[src/rtl/conv_addr_gen_if.sv]
// Control and address bus of the convolution address generator.
// The sequencer drives the counter controls; the generator returns addresses and status.
interface conv_addr_gen_if #(
   parameter int IMG_W     = 4,
   parameter int IMG_H     = 4,
   parameter int CH        = 2,
   parameter int K         = 3,
   parameter int N_FILTERS = 2
);
   localparam int OW     = IMG_W - K + 1;
   localparam int OH     = IMG_H - K + 1;
   localparam int TAPS   = K * K * CH;
   localparam int IMG_AW = $clog2(IMG_W * IMG_H * CH);
   localparam int WGT_AW = $clog2(N_FILTERS * TAPS);
   localparam int OUT_AW = $clog2(N_FILTERS * OW * OH);

   logic              rst_cnt_window;
   logic              rst_cnt_col;
   logic              rst_cnt_row;
   logic              cen_cnt_window;
   logic              sel;
   logic [IMG_AW-1:0] img_addr;
   logic [WGT_AW-1:0] wgt_addr;
   logic              addr_valid;
   logic [OUT_AW-1:0] out_addr;
   logic              out_we;
   logic              one_window_done;
   logic              one_row_done;
   logic              done_row;

   modport master (
      output rst_cnt_window, rst_cnt_col, rst_cnt_row, cen_cnt_window, sel,
      input  img_addr, wgt_addr, addr_valid, out_addr, out_we,
             one_window_done, one_row_done, done_row
   );

   modport slave (
      input  rst_cnt_window, rst_cnt_col, rst_cnt_row, cen_cnt_window, sel,
      output img_addr, wgt_addr, addr_valid, out_addr, out_we,
             one_window_done, one_row_done, done_row
   );
endinterface

[src/rtl/conv_addr_gen.sv]
// Address generator for a stride-1, unpadded KxK convolution: walks one window
// tap by tap (kx fastest, then ky, then kc) and emits the result write address.
module conv_addr_gen #(
   parameter int IMG_W     = 4,
   parameter int IMG_H     = 4,
   parameter int CH        = 2,
   parameter int K         = 3,
   parameter int N_FILTERS = 2
) (
   input logic             clk,
   input logic             reset,
   conv_addr_gen_if.slave  bus
);
   localparam int OW     = IMG_W - K + 1;
   localparam int OH     = IMG_H - K + 1;
   localparam int TAPS   = K * K * CH;
   localparam int IMG_AW = $clog2(IMG_W * IMG_H * CH);
   localparam int WGT_AW = $clog2(N_FILTERS * TAPS);
   localparam int OUT_AW = $clog2(N_FILTERS * OW * OH);
   localparam int KW     = (K > 1)    ? $clog2(K)    : 1;
   localparam int CW     = (CH > 1)   ? $clog2(CH)   : 1;
   localparam int TW     = (TAPS > 1) ? $clog2(TAPS) : 1;
   localparam int COLW   = (OW > 1)   ? $clog2(OW)   : 1;
   localparam int ROWW   = (OH > 1)   ? $clog2(OH)   : 1;

   logic [KW-1:0]     kx_reg, ky_reg;
   logic [CW-1:0]     kc_reg;
   logic [TW-1:0]     t_reg;
   logic [COLW-1:0]   col_reg;
   logic [ROWW-1:0]   row_reg;
   logic              win_done_reg, win_done_prev_reg;
   logic              addr_valid_reg, out_we_reg;
   logic [IMG_AW-1:0] img_addr_reg;
   logic [WGT_AW-1:0] wgt_addr_reg;
   logic [OUT_AW-1:0] out_addr_reg;

   logic issue;
   logic col_last, row_last, win_rise;

   assign issue    = bus.cen_cnt_window && !win_done_reg && !bus.rst_cnt_window;
   assign col_last = (col_reg == COLW'(OW - 1));
   assign row_last = (row_reg == ROWW'(OH - 1));
   assign win_rise = win_done_reg && !win_done_prev_reg;

   always_ff @(posedge clk) begin
      if (reset) begin
         kx_reg            <= '0;
         ky_reg            <= '0;
         kc_reg            <= '0;
         t_reg             <= '0;
         col_reg           <= '0;
         row_reg           <= '0;
         win_done_reg      <= 1'b0;
         win_done_prev_reg <= 1'b0;
         addr_valid_reg    <= 1'b0;
         out_we_reg        <= 1'b0;
         img_addr_reg      <= '0;
         wgt_addr_reg      <= '0;
         out_addr_reg      <= '0;
      end else begin
         addr_valid_reg <= 1'b0;
         if (bus.rst_cnt_window) begin
            kx_reg       <= '0;
            ky_reg       <= '0;
            kc_reg       <= '0;
            t_reg        <= '0;
            win_done_reg <= 1'b0;
         end else if (issue) begin
            addr_valid_reg <= 1'b1;
            img_addr_reg   <= IMG_AW'(32'(kc_reg) * 32'(IMG_W * IMG_H)
                                      + (32'(row_reg) + 32'(ky_reg)) * 32'(IMG_W)
                                      + 32'(col_reg) + 32'(kx_reg));
            wgt_addr_reg   <= WGT_AW'(32'(bus.sel) * 32'(TAPS) + 32'(t_reg));
            // The last tap parks the counters; only rst_cnt_window re-arms them.
            if (t_reg == TW'(TAPS - 1)) begin
               win_done_reg <= 1'b1;
            end else begin
               t_reg <= t_reg + TW'(1);
               if (kx_reg == KW'(K - 1)) begin
                  kx_reg <= '0;
                  if (ky_reg == KW'(K - 1)) begin
                     ky_reg <= '0;
                     kc_reg <= kc_reg + CW'(1);
                  end else begin
                     ky_reg <= ky_reg + KW'(1);
                  end
               end else begin
                  kx_reg <= kx_reg + KW'(1);
               end
            end
         end

         win_done_prev_reg <= win_done_reg;
         out_we_reg        <= win_rise;
         if (win_rise)
            out_addr_reg <= OUT_AW'(32'(bus.sel) * 32'(OW * OH)
                                    + 32'(row_reg) * 32'(OW) + 32'(col_reg));

         if (bus.rst_cnt_col)
            col_reg <= '0;
         else if (bus.rst_cnt_window && win_done_reg && !col_last)
            col_reg <= col_reg + COLW'(1);

         if (bus.rst_cnt_row)
            row_reg <= '0;
         else if (bus.rst_cnt_col && win_done_reg && !row_last)
            row_reg <= row_reg + ROWW'(1);
      end
   end

   assign bus.img_addr        = img_addr_reg;
   assign bus.wgt_addr        = wgt_addr_reg;
   assign bus.addr_valid      = addr_valid_reg;
   assign bus.out_addr        = out_addr_reg;
   assign bus.out_we          = out_we_reg;
   assign bus.one_window_done = win_done_reg;
   assign bus.one_row_done    = col_last;
   assign bus.done_row        = row_last;
endmodule

[src/flat_wrapper.sv]
// flat-port wrapper written by rule: the top's interface ports become plain ports
module conv_addr_gen_flat 
#(
   parameter int IMG_W     = 4,
   parameter int IMG_H     = 4,
   parameter int CH        = 2,
   parameter int K         = 3,
   parameter int N_FILTERS = 2
)
  (clk, reset, bus_rst_cnt_window, bus_rst_cnt_col, bus_rst_cnt_row, bus_cen_cnt_window, bus_sel, bus_img_addr, bus_wgt_addr, bus_addr_valid, bus_out_addr, bus_out_we, bus_one_window_done, bus_one_row_done, bus_done_row);
  conv_addr_gen_if #(.IMG_W(IMG_W), .IMG_H(IMG_H), .CH(CH), .K(K), .N_FILTERS(N_FILTERS)) bus_i ();
  input logic clk;
  input logic reset;
  input wire logic [$bits(bus_i.rst_cnt_window)-1:0] bus_rst_cnt_window;
  input wire logic [$bits(bus_i.rst_cnt_col)-1:0] bus_rst_cnt_col;
  input wire logic [$bits(bus_i.rst_cnt_row)-1:0] bus_rst_cnt_row;
  input wire logic [$bits(bus_i.cen_cnt_window)-1:0] bus_cen_cnt_window;
  input wire logic [$bits(bus_i.sel)-1:0] bus_sel;
  output wire logic [$bits(bus_i.img_addr)-1:0] bus_img_addr;
  output wire logic [$bits(bus_i.wgt_addr)-1:0] bus_wgt_addr;
  output wire logic [$bits(bus_i.addr_valid)-1:0] bus_addr_valid;
  output wire logic [$bits(bus_i.out_addr)-1:0] bus_out_addr;
  output wire logic [$bits(bus_i.out_we)-1:0] bus_out_we;
  output wire logic [$bits(bus_i.one_window_done)-1:0] bus_one_window_done;
  output wire logic [$bits(bus_i.one_row_done)-1:0] bus_one_row_done;
  output wire logic [$bits(bus_i.done_row)-1:0] bus_done_row;
  assign bus_i.rst_cnt_window = bus_rst_cnt_window;
  assign bus_i.rst_cnt_col = bus_rst_cnt_col;
  assign bus_i.rst_cnt_row = bus_rst_cnt_row;
  assign bus_i.cen_cnt_window = bus_cen_cnt_window;
  assign bus_i.sel = bus_sel;
  assign bus_img_addr = bus_i.img_addr;
  assign bus_wgt_addr = bus_i.wgt_addr;
  assign bus_addr_valid = bus_i.addr_valid;
  assign bus_out_addr = bus_i.out_addr;
  assign bus_out_we = bus_i.out_we;
  assign bus_one_window_done = bus_i.one_window_done;
  assign bus_one_row_done = bus_i.one_row_done;
  assign bus_done_row = bus_i.done_row;
  conv_addr_gen #(.IMG_W(IMG_W), .IMG_H(IMG_H), .CH(CH), .K(K), .N_FILTERS(N_FILTERS)) u_core (.clk(clk), .reset(reset), .bus(bus_i));
endmodule
[config.mk]
export PLATFORM = sky130hd
export DESIGN_NAME = conv_addr_gen_flat
export DESIGN_NICKNAME = d
export VERILOG_FILES = /design/src/rtl/conv_addr_gen_if.sv /design/src/rtl/conv_addr_gen.sv /design/src/flat_wrapper.sv
export SDC_FILE = /design/constraint.sdc
export NUM_CORES = 1
export LEC_CHECK = 0
export BUFFER_PORTS_ARGS = -buffer_cell sky130_fd_sc_hd__buf_2
export CELL_PAD_IN_SITES_DETAIL_PLACEMENT = 1
export CELL_PAD_IN_SITES_GLOBAL_PLACEMENT = 1
export CORE_UTILIZATION = 44
export CTS_CLUSTER_SIZE = 25
export DETAILED_ROUTE_END_ITERATION = 16
export PLACE_DENSITY = 0.85
export SLEW_MARGIN = 20
export SYNTH_ARGS = -nofsm -noshare
export SYNTH_HDL_FRONTEND = slang
export SYNTH_SLANG_ARGS = --single-unit
[constraint.sdc]
create_clock -name clk -period 4.4 [get_ports clk]
set_clock_uncertainty 0.1 [all_clocks]
set_input_delay 0.66 -clock clk [delete_from_list [all_inputs] [get_ports clk]]
set_output_delay 0.66 -clock clk [all_outputs]
set_load 0.1 [all_outputs]
# [Yosys cells after proc, flatten, opt, wreduce, memory -nomap -nowiden]
# Cells that the tools add are included.
[totals] ff_bits=30 inputBits=7 output_inout_bits=19 word_cells=55
[classes] add_sub_neg=13 n_mul=1 eq_ne=3 muxes=3 bitwise=2 reduce_logical=20
[op_table] op="$logic_and A1 B1 Y1" count=7
[op_table] op="$add A6 B5 Y6" count=1
[op_table] op="$reduce_and A2 Y1" count=3
[op_table] op="$reduce_or A2 Y1" count=3
[op_table] op="$add A5 B1 Y5" count=1
[op_table] op="$add A5 B1 Y5 const B" count=1
[op_table] op="$add A5 B2 Y5" count=1
[op_table] op="$add A5 B5 Y5" count=1
[op_table] op="$eq A5 B5 Y1 const B" count=1
[op_table] op="$logic_not A1 Y1" count=5
[op_table] op="$mul A1 B4 Y5 const B" count=1
[op_table] op="$add A2 B1 Y2 const B" count=2
[op_table] op="$eq A2 B2 Y1 const B" count=2
[op_table] op="$mux W2" count=2
[op_table] op="$reduce_and A4 Y1" count=1
[op_table] op="$add A1 B1 Y1 const B" count=3
[op_table] op="$add A1 B2 Y3" count=1
[op_table] op="$add A3 B1 Y3" count=1
[op_table] op="$add A3 B2 Y3" count=1
[op_table] op="$reduce_and A3 Y1" count=1
[op_table] op="$not A1 Y1" count=2
[op_table] op="$mux W1" count=1

# [Logic depth before layout (Yosys ltp)]
[depth] ltp_word=4 ltp_mapped=6 mapped_depth_nobuf=5

# [Least setup slack after synthesis]
# Ideal clock, no wire load.
[synth_timing] path_type="register to register" from="register u_core.row_reg (netlist: u_core.bus.done_row)" to="register u_core.img_addr_reg[3] (netlist: u_core.bus.img_addr[3])" setup_ns=0.086 arrival_time_ns=1.832 t_required_ns=4.214 path_slack_ns=2.382 path_stages_with_launch=5 path_buffers=0 synth_period_minus_slack_ns=2.018 cell_sequence="dfxtp_1 > ha_1 > ha_1 > xor2_1 > a211oi_1"
[synth_via] elab_chain_len=4
[synth_rtl] item="start: declaration" line_no="conv_addr_gen.sv:30" source="logic [ROWW-1:0] row_reg;"
[synth_rtl] item="start signal: assignment" line_no="conv_addr_gen.sv:107" source="row_reg <= row_reg + ROWW'(1);"
[synth_rtl] item="$add A1 B2 Y3" line_no="conv_addr_gen.sv:71" source="+ (32'(row_reg) + 32'(ky_reg)) * 32'(IMG_W)"
[synth_rtl] item="$add A5 B5 Y5" line_no="conv_addr_gen.sv:71"
[synth_rtl] item="$add A5 B1 Y5" line_no="conv_addr_gen.sv:72" source="+ 32'(col_reg) + 32'(kx_reg));"
[synth_rtl] item="$add A5 B2 Y5" line_no="conv_addr_gen.sv:72"
[synth_rtl] item="end signal: assignment" line_no="conv_addr_gen.sv:70" source="img_addr_reg <= IMG_AW'(32'(kc_reg) * 32'(IMG_W * IMG_H)"
[synth_rtl] item="end: declaration" line_no="conv_addr_gen.sv:33" source="logic [IMG_AW-1:0] img_addr_reg;"
# No other way between the ends.
# A chain may end at the register's enable or synchronous reset.

# [Worst setup path after layout]
[layout_timing] from="register u_core.win_done_reg (netlist: u_core.bus.one_window_done)" to="output bus_one_window_done"
[layout_rtl] item="start: declaration" line_no="conv_addr_gen.sv:31" source="logic win_done_reg, win_done_prev_reg;"
[layout_rtl] item="start signal: assignment" line_no="conv_addr_gen.sv:53" source="win_done_reg <= 1'b0;"
[layout_rtl] item="start signal: assignment" line_no="conv_addr_gen.sv:67" source="win_done_reg <= 1'b0;"
[layout_rtl] item="start signal: assignment" line_no="conv_addr_gen.sv:76" source="win_done_reg <= 1'b1;"
[layout_rtl] item="end: declaration" line_no="flat_wrapper.sv:24" source="output wire logic [$bits(bus_i.one_window_done)-1:0] bus_one_window_done;"
# No word-level cell between the ends.

==> results.cfg <==
[sta]
post-route-period-util_pct = 48.5
hold_viol = 0
fmax_ghz = 0.469
tightest_slew_ns = 0.829
whs_ns = 0.325
setup_viol = 0
fin_tns_setup_ns = 0
setup_ws_ns = 2.27
fin_crit_ns = 2.13
slew-limit-headroom_pct = 44.7
maxSlewViolCount = 0
grt_setup_unrepaired = false

[synth]
ys_seq_area_share_pct = 43.1
yosys_most_used_dff = dfxtp_1
yosysWarnings = 0
synth_cells = 148
synth_cell_type_count = 35
synth_edf_count = 0
postSynthAreaPerCell_um2 = 9.41
ys_seq_elements = 30
netlist_area_um2 = 1390
syn-num-nets = 164
synthArstFlopShare_pct = 0

[global_routing]
grt_pass1_wl_mm = 5.39
overflow = 0
grt_pass1_vias = 1215
antenna_found_initial = 0
grtUsageTotal_pct = 21.3
grt_max_degree = 24

[clock_tree]
postCtsHoldBufs = 0
cts_buffers = 5
cts_tree = done
htreeDepth = 2
insertion_delay_ns = 0.32
clk_path_buf_depth = 2
cts-root-buf = clkbuf_4
ctsResizeCount = 0
post_cts_buffers = 0
cts_sinks = 30
clk_pin_slew_ns = 0.10

[worst_hold_path]
min_path_type = flip-flop to flip-flop

[worst_setup_path]
critPathKind = flip-flop to primary output
path_cells = buf_2
critPathLaunchType = flip-flop
cp.required_ns = 3.64
slowest_delay_ns = 0.55
cp-end-kind = primary output
crit_slowest_cell = dfxtp_1
critPathBufInv = 1
worstPathMaxFanout = 9
cp_top_family = flip-flops
worstPathArrival_ns = 1.37

[finish]
largest_register_ffs = 6
final_common_cell = dfxtp_1
drive_gt1_share_pct = 24.4
final_nets = 187
area_growth_pct = 14.8
fillers = 380
num_antenna_cells = 0
mostFrequentLayoutCells = 30 x dfxtp_1, 25 x buf_2, 14 x a21oi_1

[routing]
routed_wirelength_mm = 3.19
wl_per_cell_um = 14.8
drc = 0
first_pass_iters = 4
avgViaCountPerCell = 5.37
vias = 1160
drtIter0Drc = 38
final_antenna_net_count = 0

[die]
start_util_pct = 46.0
top_level_ports = 26
row_count = 20
die_area_um2 = 3390
die_y_um = 58.3
die_w_um = 58.3
core-area_um2 = 3030

[run]
drv_cap = 0

[status]
outcome = complete, no violations

[placed_design]
dp_hpwl_mm = 2.39
io_buffers = 25
place.gp.congestion = 0.752
dp_slack_ns = 2.23

[power_and_ir_drop]
irDropWorstVdd_uv = 137
p_leak_nw = 0.708
power_density_nw_per_um2 = 345
## metal layers
layer / vias to the layer above / global-route usage (%) / routed length [um]
met1: 560 / 23.5 / 1360
li1: 571 / - / -
met5: - / 0 / 0
met3: 6 / 5.36 / 99
met2: 23 / 39.6 / 1680
met4: 0 / 6.80 / 41
## synth_stat cells (3+ instances only)
cell type  instances  area share, %
dfxtp_1           30             43
a21oi_1           14            5.0
nand2_1           13            3.5
nor2_1            12            3.2
ha_1               9            8.1
mux2i_1            6            4.3
nand3_1            6            2.2
a211oi_1           4            2.2
nor2b_1            4            1.8
or3_2              4            2.2
clkbuf_1           3           0.81
inv_1              3           0.81
nand4_1            3            1.3
nor3_1             3            1.1
o21ai_0            3            1.1
xnor2_1            3            1.9
xor2_1             3            1.9
## worst paths after layout
check	cells past startpoint	slack, ns	start	end
worst max register to register	3	2.59	u_core.bus.one_window_done	u_core.t_reg[1]
worst min-delay path	1	0.32	u_core.win_done_prev_reg	u_core.bus.out_we
worst min register to register	1	0.32	u_core.win_done_prev_reg	u_core.bus.out_we
worst max-delay path	1	2.27	u_core.bus.one_window_done	bus_one_window_done
## through the flow
stage | std cells | util [%] | total power [mW] | instance area [um^2]
after floorplan | 148 | - | 0.334 | 1390
after global placement | 208 | 50.0 | 0.342 | 1520
after detailed placement | 208 | 50.2 | 0.345 | 1520
after CTS | 216 | 52.8 | 0.558 | 1600
after global routing | 216 | 52.8 | 0.576 | 1600
final | 216 | 52.8 | 0.552 | 1600
## worst register-to-register path, cell delays in order, from the launching register on
cell      delay [ns]
dfxtp_1         0.43
nor3b_4         0.75
a21oi_1         0.14
a311oi_1        0.29
## final cells by class
class | instances | area (um^2) | area share, %
Tap cell | 44 | 55.1 | 3.44
Timing Repair Buffer | 25 | 125 | 7.82
Multi-Input combinational cell | 106 | 729 | 45.6
Inverter | 3 | 11.3 | 0.704
Clock inverter | 3 | 40.0 | 2.50
Sequential cell | 30 | 601 | 37.6
Clock buffer | 5 | 37.5 | 2.35
## report_power, final
part	internal [mW]	leakage, nW	switching, mW
Sequential	0.276	0.243	0.00332
Clock	0.118	0.0450	0.0960
Combinational	0.0129	0.420	0.0464
Total	0.407	0.708	0.146
## cell families after synthesis
family,share of synthesized area (%)
multiplexers,4.31
XOR/XNOR,3.77
adder cells (fa/ha/maj),8.09
flip-flops,43.1
AND/OR/NAND/NOR,23.3
AO/OA/AOI/OAI,12.1
buffers and inverters,5.30
Note: power is estimated with default switching activity, not from simulation.
